==> src/rtl/uart_frame_parser.sv <==
// Length-framed packet parser behind a first-word-fall-through UART RX FIFO.
// Frame: SOF, LEN, LEN payload bytes (forwarded immediately), 8-bit additive checksum.
module uart_frame_parser #(
  parameter int                   DATA_BITS      = 8,
  parameter int                   MAX_LEN        = 16,
  parameter int                   TIMEOUT_CYCLES = 100000,
  parameter logic [DATA_BITS-1:0] SOF            = 8'h7E
) (
  input  logic                 clk,
  input  logic                 rst,
  input  logic                 rx_empty,
  input  logic [DATA_BITS-1:0] rd_data,
  output logic                 rd_uart,
  output logic [DATA_BITS-1:0] out_data,
  output logic                 out_valid,
  input  logic                 out_ready,
  output logic                 out_last,
  output logic                 frame_ok,
  output logic                 frame_err,
  output logic [1:0]           err_code,
  output logic [7:0]           drop_cnt
);

  localparam int TW = $clog2(TIMEOUT_CYCLES + 1);
  localparam int CW = $clog2(MAX_LEN + 1);

  localparam logic [1:0] ERR_NONE    = 2'b00;
  localparam logic [1:0] ERR_LEN     = 2'b01;
  localparam logic [1:0] ERR_CSUM    = 2'b10;
  localparam logic [1:0] ERR_TIMEOUT = 2'b11;

  typedef enum logic [1:0] {IDLE, LEN, PAYLOAD, CSUM} state_t;

  state_t               state_q, state_d;
  logic [CW-1:0]        cnt_q, cnt_d;
  logic [DATA_BITS-1:0] sum_q, sum_d;
  logic [TW-1:0]        timer_q, timer_d;
  logic [7:0]           drop_q, drop_d;
  logic                 ok_q, ok_d;
  logic                 err_q, err_d;
  logic [1:0]           code_q, code_d;

  logic pop;
  logic timeout;

  // Payload bytes pass straight through; the FIFO is popped only on a downstream handshake.
  assign out_data  = rd_data;
  assign out_valid = !rst && (state_q == PAYLOAD) && !rx_empty;
  assign out_last  = !rst && (state_q == PAYLOAD) && (cnt_q == CW'(1));
  assign pop       = (state_q == PAYLOAD) ? (out_valid && out_ready) : (!rst && !rx_empty);
  assign rd_uart   = pop;
  assign timeout   = (state_q != IDLE) && rx_empty && (timer_q == TW'(TIMEOUT_CYCLES - 1));

  assign frame_ok  = ok_q;
  assign frame_err = err_q;
  assign err_code  = code_q;
  assign drop_cnt  = drop_q;

  always_comb begin
    // NOTE: every variable gets a default first so no path through the case infers a latch.
    state_d = state_q;
    cnt_d   = cnt_q;
    sum_d   = sum_q;
    drop_d  = drop_q;
    ok_d    = 1'b0;
    err_d   = 1'b0;
    code_d  = code_q;

    // Timer restarts on every pop and idles at zero while hunting; a stall with data waiting holds it.
    if (state_q == IDLE || pop) begin
      timer_d = '0;
    end else if (rx_empty) begin
      timer_d = timer_q + TW'(1);
    end else begin
      timer_d = timer_q;
    end

    unique case (state_q)
      IDLE: begin
        if (pop) begin
          if (rd_data == SOF) begin
            state_d = LEN;
          end else if (drop_q != 8'hFF) begin
            drop_d = drop_q + 8'd1;
          end
        end
      end
      LEN: begin
        if (pop) begin
          if (rd_data == '0 || rd_data > DATA_BITS'(MAX_LEN)) begin
            state_d = IDLE;
            err_d   = 1'b1;
            code_d  = ERR_LEN;
          end else begin
            state_d = PAYLOAD;
            cnt_d   = CW'(rd_data);
            sum_d   = rd_data;
          end
        end
      end
      PAYLOAD: begin
        if (pop) begin
          sum_d = sum_q + rd_data;
          cnt_d = cnt_q - CW'(1);
          if (cnt_q == CW'(1)) begin
            state_d = CSUM;
          end
        end
      end
      CSUM: begin
        if (pop) begin
          state_d = IDLE;
          if (rd_data == sum_q) begin
            ok_d   = 1'b1;
            code_d = ERR_NONE;
          end else begin
            err_d  = 1'b1;
            code_d = ERR_CSUM;
          end
        end
      end
      default: state_d = IDLE;
    endcase

    // A timeout can only fire with the FIFO empty, so it never coincides with a deciding pop.
    if (timeout) begin
      state_d = IDLE;
      err_d   = 1'b1;
      code_d  = ERR_TIMEOUT;
    end
  end

  always_ff @(posedge clk) begin
    // NOTE: sequential state uses non-blocking assignments so all registers update together.
    if (rst) begin
      state_q <= IDLE;
      cnt_q   <= '0;
      sum_q   <= '0;
      timer_q <= '0;
      drop_q  <= '0;
      ok_q    <= 1'b0;
      err_q   <= 1'b0;
      code_q  <= ERR_NONE;
    end else begin
      state_q <= state_d;
      cnt_q   <= cnt_d;
      sum_q   <= sum_d;
      timer_q <= timer_d;
      drop_q  <= drop_d;
      ok_q    <= ok_d;
      err_q   <= err_d;
      code_q  <= code_d;
    end
  end

endmodule

==> config.mk <==
export PLATFORM = sky130hd
export DESIGN_NAME = uart_frame_parser
export DESIGN_NICKNAME = d
export VERILOG_FILES = /design/src/rtl/uart_frame_parser.sv
export SDC_FILE = /design/constraint.sdc
export NUM_CORES = 1
export LEC_CHECK = 0
export ABC_AREA = 1
export CAP_MARGIN = 30
export CORE_UTILIZATION = 60
export CTS_BUF_LIST = sky130_fd_sc_hd__clkbuf_16
export DETAILED_ROUTE_END_ITERATION = 10
export GPL_ROUTABILITY_DRIVEN = 0
export HOLD_SLACK_MARGIN = 0.12
export PLACE_DENSITY_LB_ADDON = 0.3
export SLEW_MARGIN = 25
export SYNTH_ARGS = -nofsm -noshare
export SYNTH_HDL_FRONTEND = slang
export SYNTH_SLANG_ARGS = --single-unit
==> constraint.sdc <==
create_clock -name clk -period 3.6 [get_ports clk]
set_clock_uncertainty 0.05 [all_clocks]
set_input_delay 0.36 -clock clk [delete_from_list [all_inputs] [get_ports clk]]
set_output_delay 0.36 -clock clk [all_outputs]
set_load 0.02 [all_outputs]
Word-level counts from Yosys, hierarchy flattened
Index checks and enable logic that the tools add are counted.
{ "word_totals": {"register_bits": 44, "input_bits": 12, "out_inout_bits": 23, "elab_cells": 87} }
{ "op_classes": {"addsub": 4, "n_lt_le_gt_ge": 1, "eq_ne": 18, "muxes": 30, "n_bitwise": 3, "n_reduce_logical": 23} }
{ "op_table": {"columns": ["operator", "n"], "rows": [
  ["$mux W2", 12],
  ["$mux W8", 3],
  ["$add A17 B1 Y17 const B", 1],
  ["$eq A17 B17 Y1 const B", 1],
  ["$pmux W8 S2", 1],
  ["$mux W5", 3],
  ["$reduce_and A4 Y1", 3],
  ["$ne A2 B2 Y1 const B", 5],
  ["$pmux W5 S2", 1],
  ["$ne A3 B3 Y1 const B", 3],
  ["$add A8 B1 Y8 const B", 1],
  ["$add A8 B8 Y8", 1],
  ["$eq A8 B7 Y1 const B", 1],
  ["$eq A8 B8 Y1", 1],
  ["$gt A8 B5 Y1 const B", 1],
  ["$logic_not A8 Y1", 1],
  ["$ne A8 B8 Y1 const B", 1],
  ["$pmux W2 S4", 1],
  ["$logic_and A1 B1 Y1", 7],
  ["$mux W1", 7],
  ["$reduce_and A6 Y1", 1],
  ["$eq A5 B1 Y1 const B", 1],
  ["$sub A5 B1 Y5 const B", 1],
  ["$eq A2 B2 Y1 const B", 2],
  ["other kinds (12)", 19]
]} }

Longest topological paths before layout
Gate-level depths: netlist of run 1.
{ "depth": {"depth_word": 8, "mapped_depth": 11, "depth_no_buf": 11} }

Least setup slack after synthesis of run 1
Ideal clock, no wire load.
{ "synth_timing": {"path_kind": "register -> register", "start": "register drop_q[0], in the netlist drop_cnt[0]", "end": "register drop_q[1], in the netlist drop_cnt[1]", "setup_ns": 0.118, "arrival_ns": 1.556, "required_time_ns": 3.432, "setup_slack_ns": 1.876, "path_stages_with_launch": 8, "n_path_buf": 1, "period_less_slack_ns": 1.724, "path_cell_list": "dfxtp_1 ha_1 nand3_1 o21ai_1 nor2_4 buf_6 o21ai_0 nor2_1"} }
{ "synth_via": {"elab_chain_cells": 2, "word_cells_on_any_way": 3, "cone_classes": "1 x add/sub; 1 x eq/ne; 1 x reduce/logical"} }
{ "synth_rtl": {"columns": ["item", "line", "source"], "rows": [
  ["from (decl)", "38", "logic [7:0] drop_q, drop_d;"],
  ["from (signal assigned)", "149", "drop_q <= drop_d;"],
  ["branches (longest 2 deep; another with $add A8 B1 Y8)", null, null]
]} }
Several ways; the timed one is not identified.
A chain may end at the register's enable or synchronous reset.

Worst setup path in the final report of run 1
{ "layout_timing": {"start": "input port rst", "end": "output port rd_uart"} }
{ "layout_via": {"elab_chain_cells": 5, "word_cells_on_any_way": 6, "cone_classes": "1 x mux; 5 x reduce/logical"} }
{ "layout_rtl": {"columns": ["item", "line", "source"], "rows": [
  ["from (decl)", "10", "input logic rst,"],
  ["$logic_not A1 Y1 (*)", "48, 50", null],
  ["$logic_and A1 B1 Y1 (2 in series)", "48", "assign out_valid = !rst && (state_q == PAYLOAD) && !rx_empty;"],
  ["$logic_and A1 B1 Y1", "50", "assign pop = (state_q == PAYLOAD) ? (out_valid && out_ready) : (!rst && !rx_empty);"],
  ["$mux W1 (*)", "50", null],
  ["to (decl)", "13", "output logic rd_uart,"]
]} }
Mark *: on every way between the ends. The rest lies on a longest branch, timed or not.

==> results of run 1 <==
[sequential cells by signal, summed over array words and instances (netlist names), named ones only]
signal and flops:
frame_ok 1, state_q 1, drop_cnt 8, cnt_q 5, frame_err 1, err_code 2, timer_q 17, sum_q 8
[cell usage after synthesis, types with 2 or more instances]
cell and n:
sky130_fd_sc_hd__nand2_2 5, sky130_fd_sc_hd__nor3_1 13, sky130_fd_sc_hd__or2_2 2, sky130_fd_sc_hd__nand3b_1 4
sky130_fd_sc_hd__buf_2 7, sky130_fd_sc_hd__nor2_4 3, sky130_fd_sc_hd__a31oi_1 4, sky130_fd_sc_hd__nand2_1 98
sky130_fd_sc_hd__inv_1 59, sky130_fd_sc_hd__dfxtp_1 44, sky130_fd_sc_hd__nand3_1 27, sky130_fd_sc_hd__o21ai_2 6
sky130_fd_sc_hd__xnor2_1 4, sky130_fd_sc_hd__ha_1 11, sky130_fd_sc_hd__buf_4 8, sky130_fd_sc_hd__buf_6 3
sky130_fd_sc_hd__nand4_1 5, sky130_fd_sc_hd__xor2_1 6, sky130_fd_sc_hd__nor2_1 73, sky130_fd_sc_hd__o21ai_0 14
sky130_fd_sc_hd__a21oi_1 28
[cell families (layout without fill, tap and decap cells)]
group	count (synthesis)	count (layout)	synth area share (%)
AOI/OAI and AO/OA	53	53	10.3
xor gates and xnor gates	10	10	3.09
adders and majority gates	12	12	5.56
buffers and inverters	80	104	12.8
DFF	44	44	31.0
and+or+nand+nor	236	236	37.2
[per-layer routing]
| metal | track usage (%) | up-vias |
|---|---|---|
| met4 | 7.11 | 0 |
| met2 | 47.6 | 96 |
| met3 | 4.42 | 9 |
| met5 | 0 | - |
| li1 | - | 1415 |
| met1 | 35.3 | 1216 |
[critical path: cells and delay by family]
kind | cells | cell delay [ns]
buf+inv | 3 | 1.49
simple gates | 1 | 0.21
compound gates | 1 | 0.11
[power by group through the flow]
stage               logic [mW]  clock network [mW]  registers, mW
finish                  0.0935               0.440          0.491
CTS                     0.0926               0.440          0.491
floorplan               0.0567                   0          0.504
global placement        0.0900                   0          0.503
global route             0.102               0.471          0.491
detailed placement      0.0916                   0          0.502
[per-stage QoR]
step	instance area (um2)	hold WS, ns	util (%)
6_report	3250	0.426	73.2
5_1_grt	3250	0.448	73.2
4_1_cts	3250	0.425	73.2
3_5_place_dp	3110	0.410	70.1
3_3_place_gp	3110	0.405	70.1
2_1_floorplan	2840	0.384	-
[final cells by class]
class	instances	share of cell area, %
clock inverters	3	0.461
clock buffers	5	3.84
inverters	62	7.23
repair buffers	34	10.5
flip-flops and latches	44	27.1
well taps	52	2.00
multi-input cells	311	48.9
[worst paths after layout]
check                           startpoint           to  cells past startpoint  slack [ns]
worst min register to register  timer_q[7]   timer_q[7]                      2        0.43
worst max-delay path                   rst      rd_uart                      5        1.02
worst min-delay path            timer_q[7]   timer_q[7]                      2        0.43
worst max register to register  state_q[0]  timer_q[15]                      7        1.52
==> reports/metrics.sh, run 1 <==
STATUS='finished with violations'
FAILED_CHECKS='DRC'
YS_SEQ_ELEMENTS=44
SETUP-VIOLATIONS-FINAL=0
TIMING_MAX_TRANSITION_VIOLATIONS_FINAL=0
WORST_EP_ARRIVAL_TIME_NS=2.17
GRT-OVFL-TOTAL=0
IR_DROP_mV=0.310
MOST-COMMON-LAYOUT-CELLS='sky130_fd_sc_hd__nand2_1 (98), sky130_fd_sc_hd__nor2_1 (73), sky130_fd_sc_hd__inv_1 (60), sky130_fd_sc_hd__dfxtp_1 (44), sky130_fd_sc_hd__clkdlybuf4s50_1 (34)'
SYNTHESIS.YOSYS.WARNINGS=0
SEQ_POWER_SHARE_PCT=47.9
GRT_SETUP_UNREPAIRED='no'
PORT_BUFFERS=34
POWER.COMBINATIONAL.FRACTION_PCT=9.1
POWERDENSITY_nW_PER_UM2=315
POWER_FRAC_CLOCK_PCT=42.9
CTSRESIZECOUNT=0
P_LEAK_nW=1.38
REGAREA_UM2=881
POST_DP_HPWL_UM=4700
MOSTFREQUENTLAYOUTCELL='sky130_fd_sc_hd__nand2_1'
WORST_SLACK_NS=1.02
CORE_UM2=4440
SETUP_TNS_NS=0
VIA_COUNT_OF_THE_FIRST_GLOBAL_ROUTING_PASS=2503
SYNTH_AREA_LEADERS='sky130_fd_sc_hd__dfxtp_1 (31%), sky130_fd_sc_hd__nand2_1 (13%), sky130_fd_sc_hd__nor2_1 (9.7%)'
BUFS_ON_LONGEST_CLOCK_PATH=2
DIEAREA_UM2=5010
ROUTE.ANTENNA.REMAINING_NETS=0
SYNTHESIS.NETS=459
ROUTED_LENGTH_PER_PLACED_INSTANCE_UM=12.6
GRT.TOTAL_USAGE_PCT=27.3
INITIAL_DRT_PASS_ITERATIONS=8
REPORT.POWER.TOTAL_mW=1.02
SWITCHING_SHARE_PCT=23.9
AREAGROWTHSYNTHTOFINISH_PCT=14.7
GRT_START_MAX_NET_PINS=20
CTS_SETUP_BUFFERS=0
POWER_SWITCHING_uW=245
VIAS=2736
ROWS=24
YS_SEQ_AREA_SHARE_PCT=31.0
WORST-SETUP-PATH-TYPE='primary input to output port'
CLOCKROOTBUFFER='sky130_fd_sc_hd__clkbuf_16'
WORST_EP_REQUIRED_TIME_NS=3.19
ENDPOINT_TYPE_OF_THE_WORST_SETUP_PATH='output port'
SYNTH_TOP_AREA_SHARE_PCT=31.0
MET2_ROUTED_WL_UM=3080
FINAL_NETS=482
MET1_WL_UM=2910
SYN-CELL-AREA_UM2=2840
NUMBER_OF_PORTS_PLACED_ON_THE_DIE_BOUNDARY=35
TRITONCTS_NUM_SINKS=44
SYNTH_FF_TYPE='sky130_fd_sc_hd__dfxtp_1'
MULTI_INPUT_COMB_AREA_UM2=1590
ACHIEVABLE-FREQUENCY_MHz=387
CTS-BUFFERS-INSERTED=5
MOST_FREQUENT_CP_CELL='sky130_fd_sc_hd__clkdlybuf4s50_1'
MIN_PATH_TYPE='flip-flop to flip-flop'
TIMING.SLEW.HEADROOM_PCT=58.9
POST_ROUTE_CELLS_DRIVE_ABOVE_1_SHARE_PCT=6.32
VIAS_PER_CELL=5.35
DRC_ERRORS=2
START_KIND='primary input'
CRITPATHMAXFANOUT=18
CP_CELL_SEQUENCE='clkdlybuf4s50_1 -> nor2_1 -> o21ai_2 -> inv_4 -> clkdlybuf4s50_1'
GRT_FIRST_PASS_WIRELENGTH_UM=11100
SYNTHDISTINCTLIBCELLS=32
SYNTHESIS.INSTANCES=435
FINAL_HOLD_VIOLS=0
SYN_AVG_CELL_AREA_UM2=6.52
ROUTED_WIRE_LENGTH_UM=6460
FINALWORSTPATHREQUIREDPERIOD_NS=2.58
ANTENNA_CELLS_INSERTED=0
FINAL_WORST_PATH_CYCLE_SHARE_PCT=71.8
POST-SYNTH-TOP-AREA-CELL='sky130_fd_sc_hd__dfxtp_1'
WORST-SLEW-PIN-TRANSITION_NS=0.613
PLACE.DETAILED.INSTANCES=503
STDCELL_COUNT=511
EDFF_COUNT_SYNTH=0
P_INT_uW=780
CLOCK_INSERTION_DELAY_WORST_SKEW_NS=0.28
DIE_X_UM=70.8
PRECTSSETUPSLACK_NS=1.05
CLOCK_TREE_FROM_TRITONCTS='done'
CLKTRANSATPATHREGS_NS=0.06
ANTENNA_VIOLATIONS_BEFORE_REPAIR=0
DRTITER0DRC=167
NFILLCELLS=357
HIGHEST_LAYER='met4'
HTREE_LEVELS=2
MAX_INCR_DELAY_ON_CP_NS=0.65
CP_SLOWEST_CELL='sky130_fd_sc_hd__clkdlybuf4s50_1'
HOLD_BUFFERS=0
DR_WL_MET3_UM=393
NUMBER_OF_VIOLATIONS_OF_THE_MAX_CAPACITANCE_LIMIT=0
SYNTH-ASYNC-RESET-RATIO_PCT=0
DIE_Y_UM=70.8
START_UTIL_PCT=63.9
No activity file was read; power rests on OpenSTA's default activity.
==> inputs of run 2 (changes only) <==
--- a/config.mk
+++ b/config.mk
@@ -7,7 +7,7 @@
 export LEC_CHECK = 0
 export ABC_AREA = 1
 export CAP_MARGIN = 30
-export CORE_UTILIZATION = 60
+export CORE_UTILIZATION = 56
 export CTS_BUF_LIST = sky130_fd_sc_hd__clkbuf_16
 export DETAILED_ROUTE_END_ITERATION = 10
 export GPL_ROUTABILITY_DRIVEN = 0
==> constraint.sdc (replaced) <==
create_clock -name clk -period 2.6 [get_ports clk]
set_clock_uncertainty 0.05 [all_clocks]
set_input_delay 0.26 -clock clk [delete_from_list [all_inputs] [get_ports clk]]
set_output_delay 0.26 -clock clk [all_outputs]
set_load 0.02 [all_outputs]
==> run 2 against run 1 <==
Net effect:
- the flow still finishes with violations (DRC)
- global-route usage shrank 2.0 points
- final area grew 2.1%
- die area grew 6.9%
- count of clock-buffer cells in the layout is the same
- sequential share of layout area shrank 0.56 points
==> reports/metrics.sh, run 2 (synthesized netlist as in run 1, its figures left out) <==
VIAS=2703
FINALWORSTPATHREQUIREDPERIOD_NS=2.20
CLKTRANSATPATHREGS_NS=0.06
REGISTER_WITH_THE_MOST_FLIP_FLOPS='timer_q'
POST_DP_HPWL_UM=4690
PORT_BUFFERS=34
STATUS='finished with violations'
CRIT-REG2REG-LAUNCH='drop_cnt[0]'
R2R_CELLS=6
WORST-SETUP-PATH-TYPE='primary input to output port'
FAILED_CHECKS='DRC'
TRITONCTS_NUM_SINKS=44
SETUP_TNS_NS=0
P_LEAK_nW=1.41
STDCELL_COUNT=529
GRT-OVFL-TOTAL=0
MOST-COMMON-LAYOUT-CELLS='sky130_fd_sc_hd__nand2_1 (98), sky130_fd_sc_hd__nor2_1 (73), sky130_fd_sc_hd__inv_1 (59), sky130_fd_sc_hd__dfxtp_1 (44), sky130_fd_sc_hd__clkdlybuf4s50_1 (34)'
HOLDWS_NS=0.426
FINAL_WORST_PATH_CYCLE_SHARE_PCT=84.6
SEQ_POWER_SHARE_PCT=44.8
CTSRESIZECOUNT=0
IR_DROP_mV=0.525
DRTITER0DRC=141
CLOCKROOTBUFFER='sky130_fd_sc_hd__clkbuf_16'
ANTENNA_VIOLATIONS_BEFORE_REPAIR=0
ACHIEVABLE-FREQUENCY_MHz=455
BUFS_ON_LONGEST_CLOCK_PATH=2
WHS_ENDPOINT='timer_q[7]'
MIN_PATH_CELLS=2
ROUTED_LENGTH_PER_PLACED_INSTANCE_UM=11.8
ANTENNA_CELLS_INSERTED=0
HOLD_BUFFERS=0
MIN_FROM='timer_q[7]'
TIMING_MAX_TRANSITION_VIOLATIONS_FINAL=0
DIE_X_UM=73.2
PLACE.DETAILED.INSTANCES=521
CLOCK_TREE_FROM_TRITONCTS='done'
WORST_SLACK_NS=0.401
PRECTSSETUPSLACK_NS=0.348
WORST_EP_ARRIVAL_TIME_NS=1.89
MOSTFREQUENTLAYOUTCELL='sky130_fd_sc_hd__nand2_1'
HTREE_LEVELS=2
FINAL_HOLD_VIOLS=0
NUMBER_OF_PORTS_PLACED_ON_THE_DIE_BOUNDARY=35
GRT.TOTAL_USAGE_PCT=25.3
WORST-SLEW-PIN-TRANSITION_NS=0.611
POSTPLACECELLAREA_UM2=3160
GRT_FIRST_PASS_WIRELENGTH_UM=10700
GRT_SETUP_UNREPAIRED='no'
ENDPOINT_TYPE_OF_THE_WORST_SETUP_PATH='output port'
P_INT_mW=1.18
AREAGROWTHSYNTHTOFINISH_PCT=17.1
VIAS_PER_CELL=5.11
CORE_UM2=4790
WORSTREG2REGEND='drop_cnt[1]'
CRITPATHMAXFANOUT=8
DIEAREA_UM2=5360
SWITCHING_SHARE_PCT=22.2
DIE_Y_UM=73.2
DRC_ERRORS=2
MIN_PATH_TYPE='flip-flop to flip-flop'
ROWS=25
FIN_AREA_UM2=3320
WORST_EP_REQUIRED_TIME_NS=2.29
POWERDENSITY_nW_PER_UM2=457
NUMBER_OF_VIOLATIONS_OF_THE_MAX_CAPACITANCE_LIMIT=0
INITIAL_DRT_PASS_ITERATIONS=7
WORST-R2R-SETUP-SLACK_NS=0.75
CLOCK_INSERTION_DELAY_WORST_SKEW_NS=0.28
FINAL_NETS=485
POST_ROUTE_CELLS_DRIVE_ABOVE_1_SHARE_PCT=7.14
CTS_SETUP_BUFFERS=0
LARGEST_REG_FLOPS=17
VIA_COUNT_OF_THE_FIRST_GLOBAL_ROUTING_PASS=2474
CTS-BUFFERS-INSERTED=5
LAYOUT.CORE_UTILIZATION_PCT=69.4
GRT_START_MAX_NET_PINS=20
ROUTED_WIRE_LENGTH_UM=6240
ROUTE.ANTENNA.REMAINING_NETS=0
POWER_FRAC_CLOCK_PCT=46.6
START_KIND='primary input'
POWER_SWITCHING_uW=337
START_UTIL_PCT=59.3
REPORT.POWER.TOTAL_mW=1.52
TIMING.SLEW.HEADROOM_PCT=59.0
POWER.COMBINATIONAL.FRACTION_PCT=8.7
SETUP-VIOLATIONS-FINAL=0
CRITPATHLAUNCH='rst'
## run 2: cell types whose count changed in the layout (fill, tap and decap cells not counted)
cell / previous run / this run
sky130_fd_sc_hd__bufinv_16: 0 / 1
sky130_fd_sc_hd__buf_4: 0 / 3
sky130_fd_sc_hd__inv_1: 60 / 59
sky130_fd_sc_hd__clkinvlp_4: 1 / 0
sky130_fd_sc_hd__clkinv_4: 0 / 1
## run 2: worst max path at each step
| stage | cells after the start | slack (ns) | to |
|---|---|---|---|
| after CTS | 4 | 0.41 | out_last |
| final | 4 | 0.40 | out_last |
| after floorplan | 7 | 0.88 | drop_cnt[1] |
| after global routing | 4 | 0.32 | out_last |
| after global placement | 12 | 0.39 | sum_q[4] |
| after detailed placement | 12 | 0.35 | sum_q[4] |
## run 2: area by class of cell
cell class / instances / area [um2]
flip-flops and latches: 44 / 881
fillers: 411 / 1460
repair buffers: 37 / 363
clock inverters: 3 / 42.5
inverters: 62 / 235
well taps: 67 / 83.8
multi-input cells: 311 / 1590
clock buffers: 5 / 125
## run 2: layer usage
| layer | GRT usage [%] | share of wire (%) | vias to the layer above |
|---|---|---|---|
| met3 | 3.31 | 3.3 | 8 |
| met2 | 44.2 | 50 | 47 |
| met5 | 0 | 0 | - |
| li1 | - | - | 1424 |
| met1 | 32.4 | 45 | 1224 |
| met4 | 7.19 | 1.0 | 0 |
## run 2: worst max-delay path: stages
cell and delay (ns):
sky130_fd_sc_hd__clkdlybuf4s50_1 0.57, sky130_fd_sc_hd__buf_4 0.23, sky130_fd_sc_hd__nor3_1 0.19, sky130_fd_sc_hd__clkdlybuf4s50_1 0.63
## run 2: power by group through the flow
stage                     clock network (mW)  registers [mW]  logic, mW
final                                  0.708           0.681      0.132
after global routing                   0.756           0.681      0.142
after CTS                              0.721           0.680      0.131
after detailed placement                   0           0.696      0.130
after global placement                     0           0.696      0.128
after floorplan                            0           0.698     0.0784
==> inputs of run 3 (changes only) <==
--- a/config.mk
+++ b/config.mk
@@ -7,7 +7,7 @@
 export LEC_CHECK = 0
 export ABC_AREA = 1
 export CAP_MARGIN = 30
-export CORE_UTILIZATION = 56
+export CORE_UTILIZATION = 50
 export CTS_BUF_LIST = sky130_fd_sc_hd__clkbuf_16
 export DETAILED_ROUTE_END_ITERATION = 10
 export GPL_ROUTABILITY_DRIVEN = 0
==> constraint.sdc (replaced) <==
create_clock -name clk -period 1.9 [get_ports clk]
set_clock_uncertainty 0.05 [all_clocks]
set_input_delay 0.19 -clock clk [delete_from_list [all_inputs] [get_ports clk]]
set_output_delay 0.19 -clock clk [all_outputs]
set_load 0.02 [all_outputs]
==> run 3 against run 2 <==
Net effect:
- the flow now finishes without violations
- sequential share of layout area fell by 1.4 points
- clock power rose by 39%
- die area rose by 12%
- sequential power rose by 36%
- critical path type unchanged
- flip-flop and latch count did not move
- core utilization fell by 5.4 points
- non-clock buffer count rose by 24
- via count rose by 1.8%
- total power rose by 40%
- critical endpoint is now rd_uart
- first-iteration DRC count fell by 4.3%
==> reports/metrics.sh, run 3 (synthesized netlist as in run 1, its figures left out) <==
ROUTED_LENGTH_PER_PLACED_INSTANCE_UM=11.4
CRIT-REG2REG-LAUNCH='drop_cnt[1]'
DIE_Y_UM=77.3
STATUS='finished, final reports clean'
MIN_PATH_CELLS=2
CTS-BUFFERS-INSERTED=5
GRT_FIRST_PASS_WIRELENGTH_UM=11300
BUFS_ON_LONGEST_CLOCK_PATH=2
NUMBER_OF_PORTS_PLACED_ON_THE_DIE_BOUNDARY=35
DIEAREA_UM2=5980
GRT_START_MAX_NET_PINS=15
R2R_CELLS=6
START_KIND='primary input'
ANTENNA_CELLS_INSERTED=0
VIA_COUNT_OF_THE_FIRST_GLOBAL_ROUTING_PASS=2574
HOLD_BUFFERS=0
START_UTIL_PCT=51.9
FIN_AREA_UM2=3510
ACHIEVABLE-FREQUENCY_MHz=540
CRITPATHMAXFANOUT=3
SETUP_TNS_NS=0
AREAGROWTHSYNTHTOFINISH_PCT=23.6
IR_DROP_mV=0.445
GRT_SETUP_UNREPAIRED='no'
ROUTE.ANTENNA.REMAINING_NETS=0
CLOCKROOTBUFFER='sky130_fd_sc_hd__clkbuf_16'
WORST-SETUP-PATH-TYPE='primary input to output port'
HTREE_LEVELS=2
CLKTRANSATPATHREGS_NS=0.07
TIMING_MAX_TRANSITION_VIOLATIONS_FINAL=0
TIMING.SLEW.HEADROOM_PCT=71.4
MIN_FROM='timer_q[7]'
MIN_PATH_TYPE='flip-flop to flip-flop'
STDCELL_COUNT=558
FINAL_NETS=509
ANTENNA_VIOLATIONS_BEFORE_REPAIR=0
WORST_SLACK_NS=0.0486
ROWS=27
PORT_BUFFERS=34
REGISTER_WITH_THE_MOST_FLIP_FLOPS='timer_q'
CLOCK_INSERTION_DELAY_WORST_SKEW_NS=0.29
ROUTED_WIRE_LENGTH_UM=6370
DRTITER0DRC=135
PRECTSSETUPSLACK_NS=-0.0984
WHS_ENDPOINT='timer_q[7]'
POSTPLACECELLAREA_UM2=3340
REPORT.POWER.TOTAL_mW=2.12
WORST-SLEW-PIN-TRANSITION_NS=0.426
WORST_EP_ARRIVAL_TIME_NS=1.61
FINALWORSTPATHREQUIREDPERIOD_NS=1.85
ENDPOINT_TYPE_OF_THE_WORST_SETUP_PATH='output port'
USE_MET1_PCT=29.2
CLOCK_TREE_FROM_TRITONCTS='done'
DIE_X_UM=77.3
SETUP-VIOLATIONS-FINAL=0
WORST-R2R-SETUP-SLACK_NS=0.24
FINAL_HOLD_VIOLS=0
PLACE.DETAILED.INSTANCES=550
POWERDENSITY_nW_PER_UM2=605
MOST-COMMON-LAYOUT-CELLS='sky130_fd_sc_hd__nand2_1 (98), sky130_fd_sc_hd__nor2_1 (73), sky130_fd_sc_hd__inv_1 (59), sky130_fd_sc_hd__dfxtp_1 (44), sky130_fd_sc_hd__clkdlybuf4s50_1 (32)'
CTS_SETUP_BUFFERS=0
TRITONCTS_NUM_SINKS=44
GRT.BUSIEST_LAYER='met2'
GLOBAL_ROUTE.USAGE.MET3_PCT=3.76
WORST_EP_REQUIRED_TIME_NS=1.66
FINAL_WORST_PATH_CYCLE_SHARE_PCT=97.4
VIAS=2751
POST_DP_HPWL_UM=4990
NUMBER_OF_VIOLATIONS_OF_THE_MAX_CAPACITANCE_LIMIT=0
WORSTREG2REGEND='drop_cnt[5]'
LARGEST_REG_FLOPS=17
VIAS_PER_CELL=4.93
GRT.TOTAL_USAGE_PCT=23.1
P_LEAK_nW=1.54
MOSTFREQUENTLAYOUTCELL='sky130_fd_sc_hd__nand2_1'
MET2_TRACK_DEMAND_OVER_RESOURCE_IN_GLOBAL_ROUTING_PCT=40.4
CORE_UM2=5470
GRT-OVFL-TOTAL=0
CTSRESIZECOUNT=2
POST_ROUTE_CELLS_DRIVE_ABOVE_1_SHARE_PCT=11.7
DRC_ERRORS=0
INITIAL_DRT_PASS_ITERATIONS=4
[run 3: changes by cell type in the layout (fill, tap and decap cells not counted)]
cell	before	now
sky130_fd_sc_hd__clkdlybuf4s50_1	34	32
sky130_fd_sc_hd__buf_4	3	27
sky130_fd_sc_hd__dlygate4sd2_1	0	2
[run 3: cell type report]
type / instances / area [um2]
clock inverters: 3 / 42.5
fillers: 495 / 1970
repair buffers: 61 / 541
well taps: 72 / 90.1
clock buffers: 5 / 125
flip-flops and latches: 44 / 881
inverters: 62 / 235
multi-input cells: 311 / 1590
[run 3: worst max-delay path: stages]
cell and delay, ns:
sky130_fd_sc_hd__clkdlybuf4s50_1 0.49, sky130_fd_sc_hd__nor2_1 0.17, sky130_fd_sc_hd__o21ai_2 0.10, sky130_fd_sc_hd__inv_4 0.07, sky130_fd_sc_hd__clkdlybuf4s50_1 0.59
[run 3: how the worst max path moves through the flow]
stage	end	slack, ns	start
floorplan	drop_cnt[1]	0.18	drop_cnt[0]
global placement	sum_q[6]	-0.08	rd_data[0]
detailed placement	sum_q[6]	-0.1	rd_data[0]
CTS	rd_uart	0.06	rx_empty
global route	rd_uart	0.01	rx_empty
finish	rd_uart	0.05	rx_empty
[run 3: stage by stage]
stage / hold WS [ns] / utilization (%)
floorplan: 0.280 / -
global placement: 0.404 / 61.1
detailed placement: 0.423 / 61.1
CTS: 0.434 / 64.1
global route: 0.449 / 64.1
finish: 0.428 / 64.1
[run 3: power by group]
part	switching, mW	total [mW]	internal (mW)
clock	0.364	0.982	0.618
combinational	0.110	0.209	0.0994
sequential	0.00348	0.929	0.926
[run 3: routing by layer]
layer / vias up / share of wire, %
met5: - / 0
met4: 0 / 1.2
met3: 8 / 3.1
met2: 42 / 47
met1: 1228 / 48
li1: 1473 / -
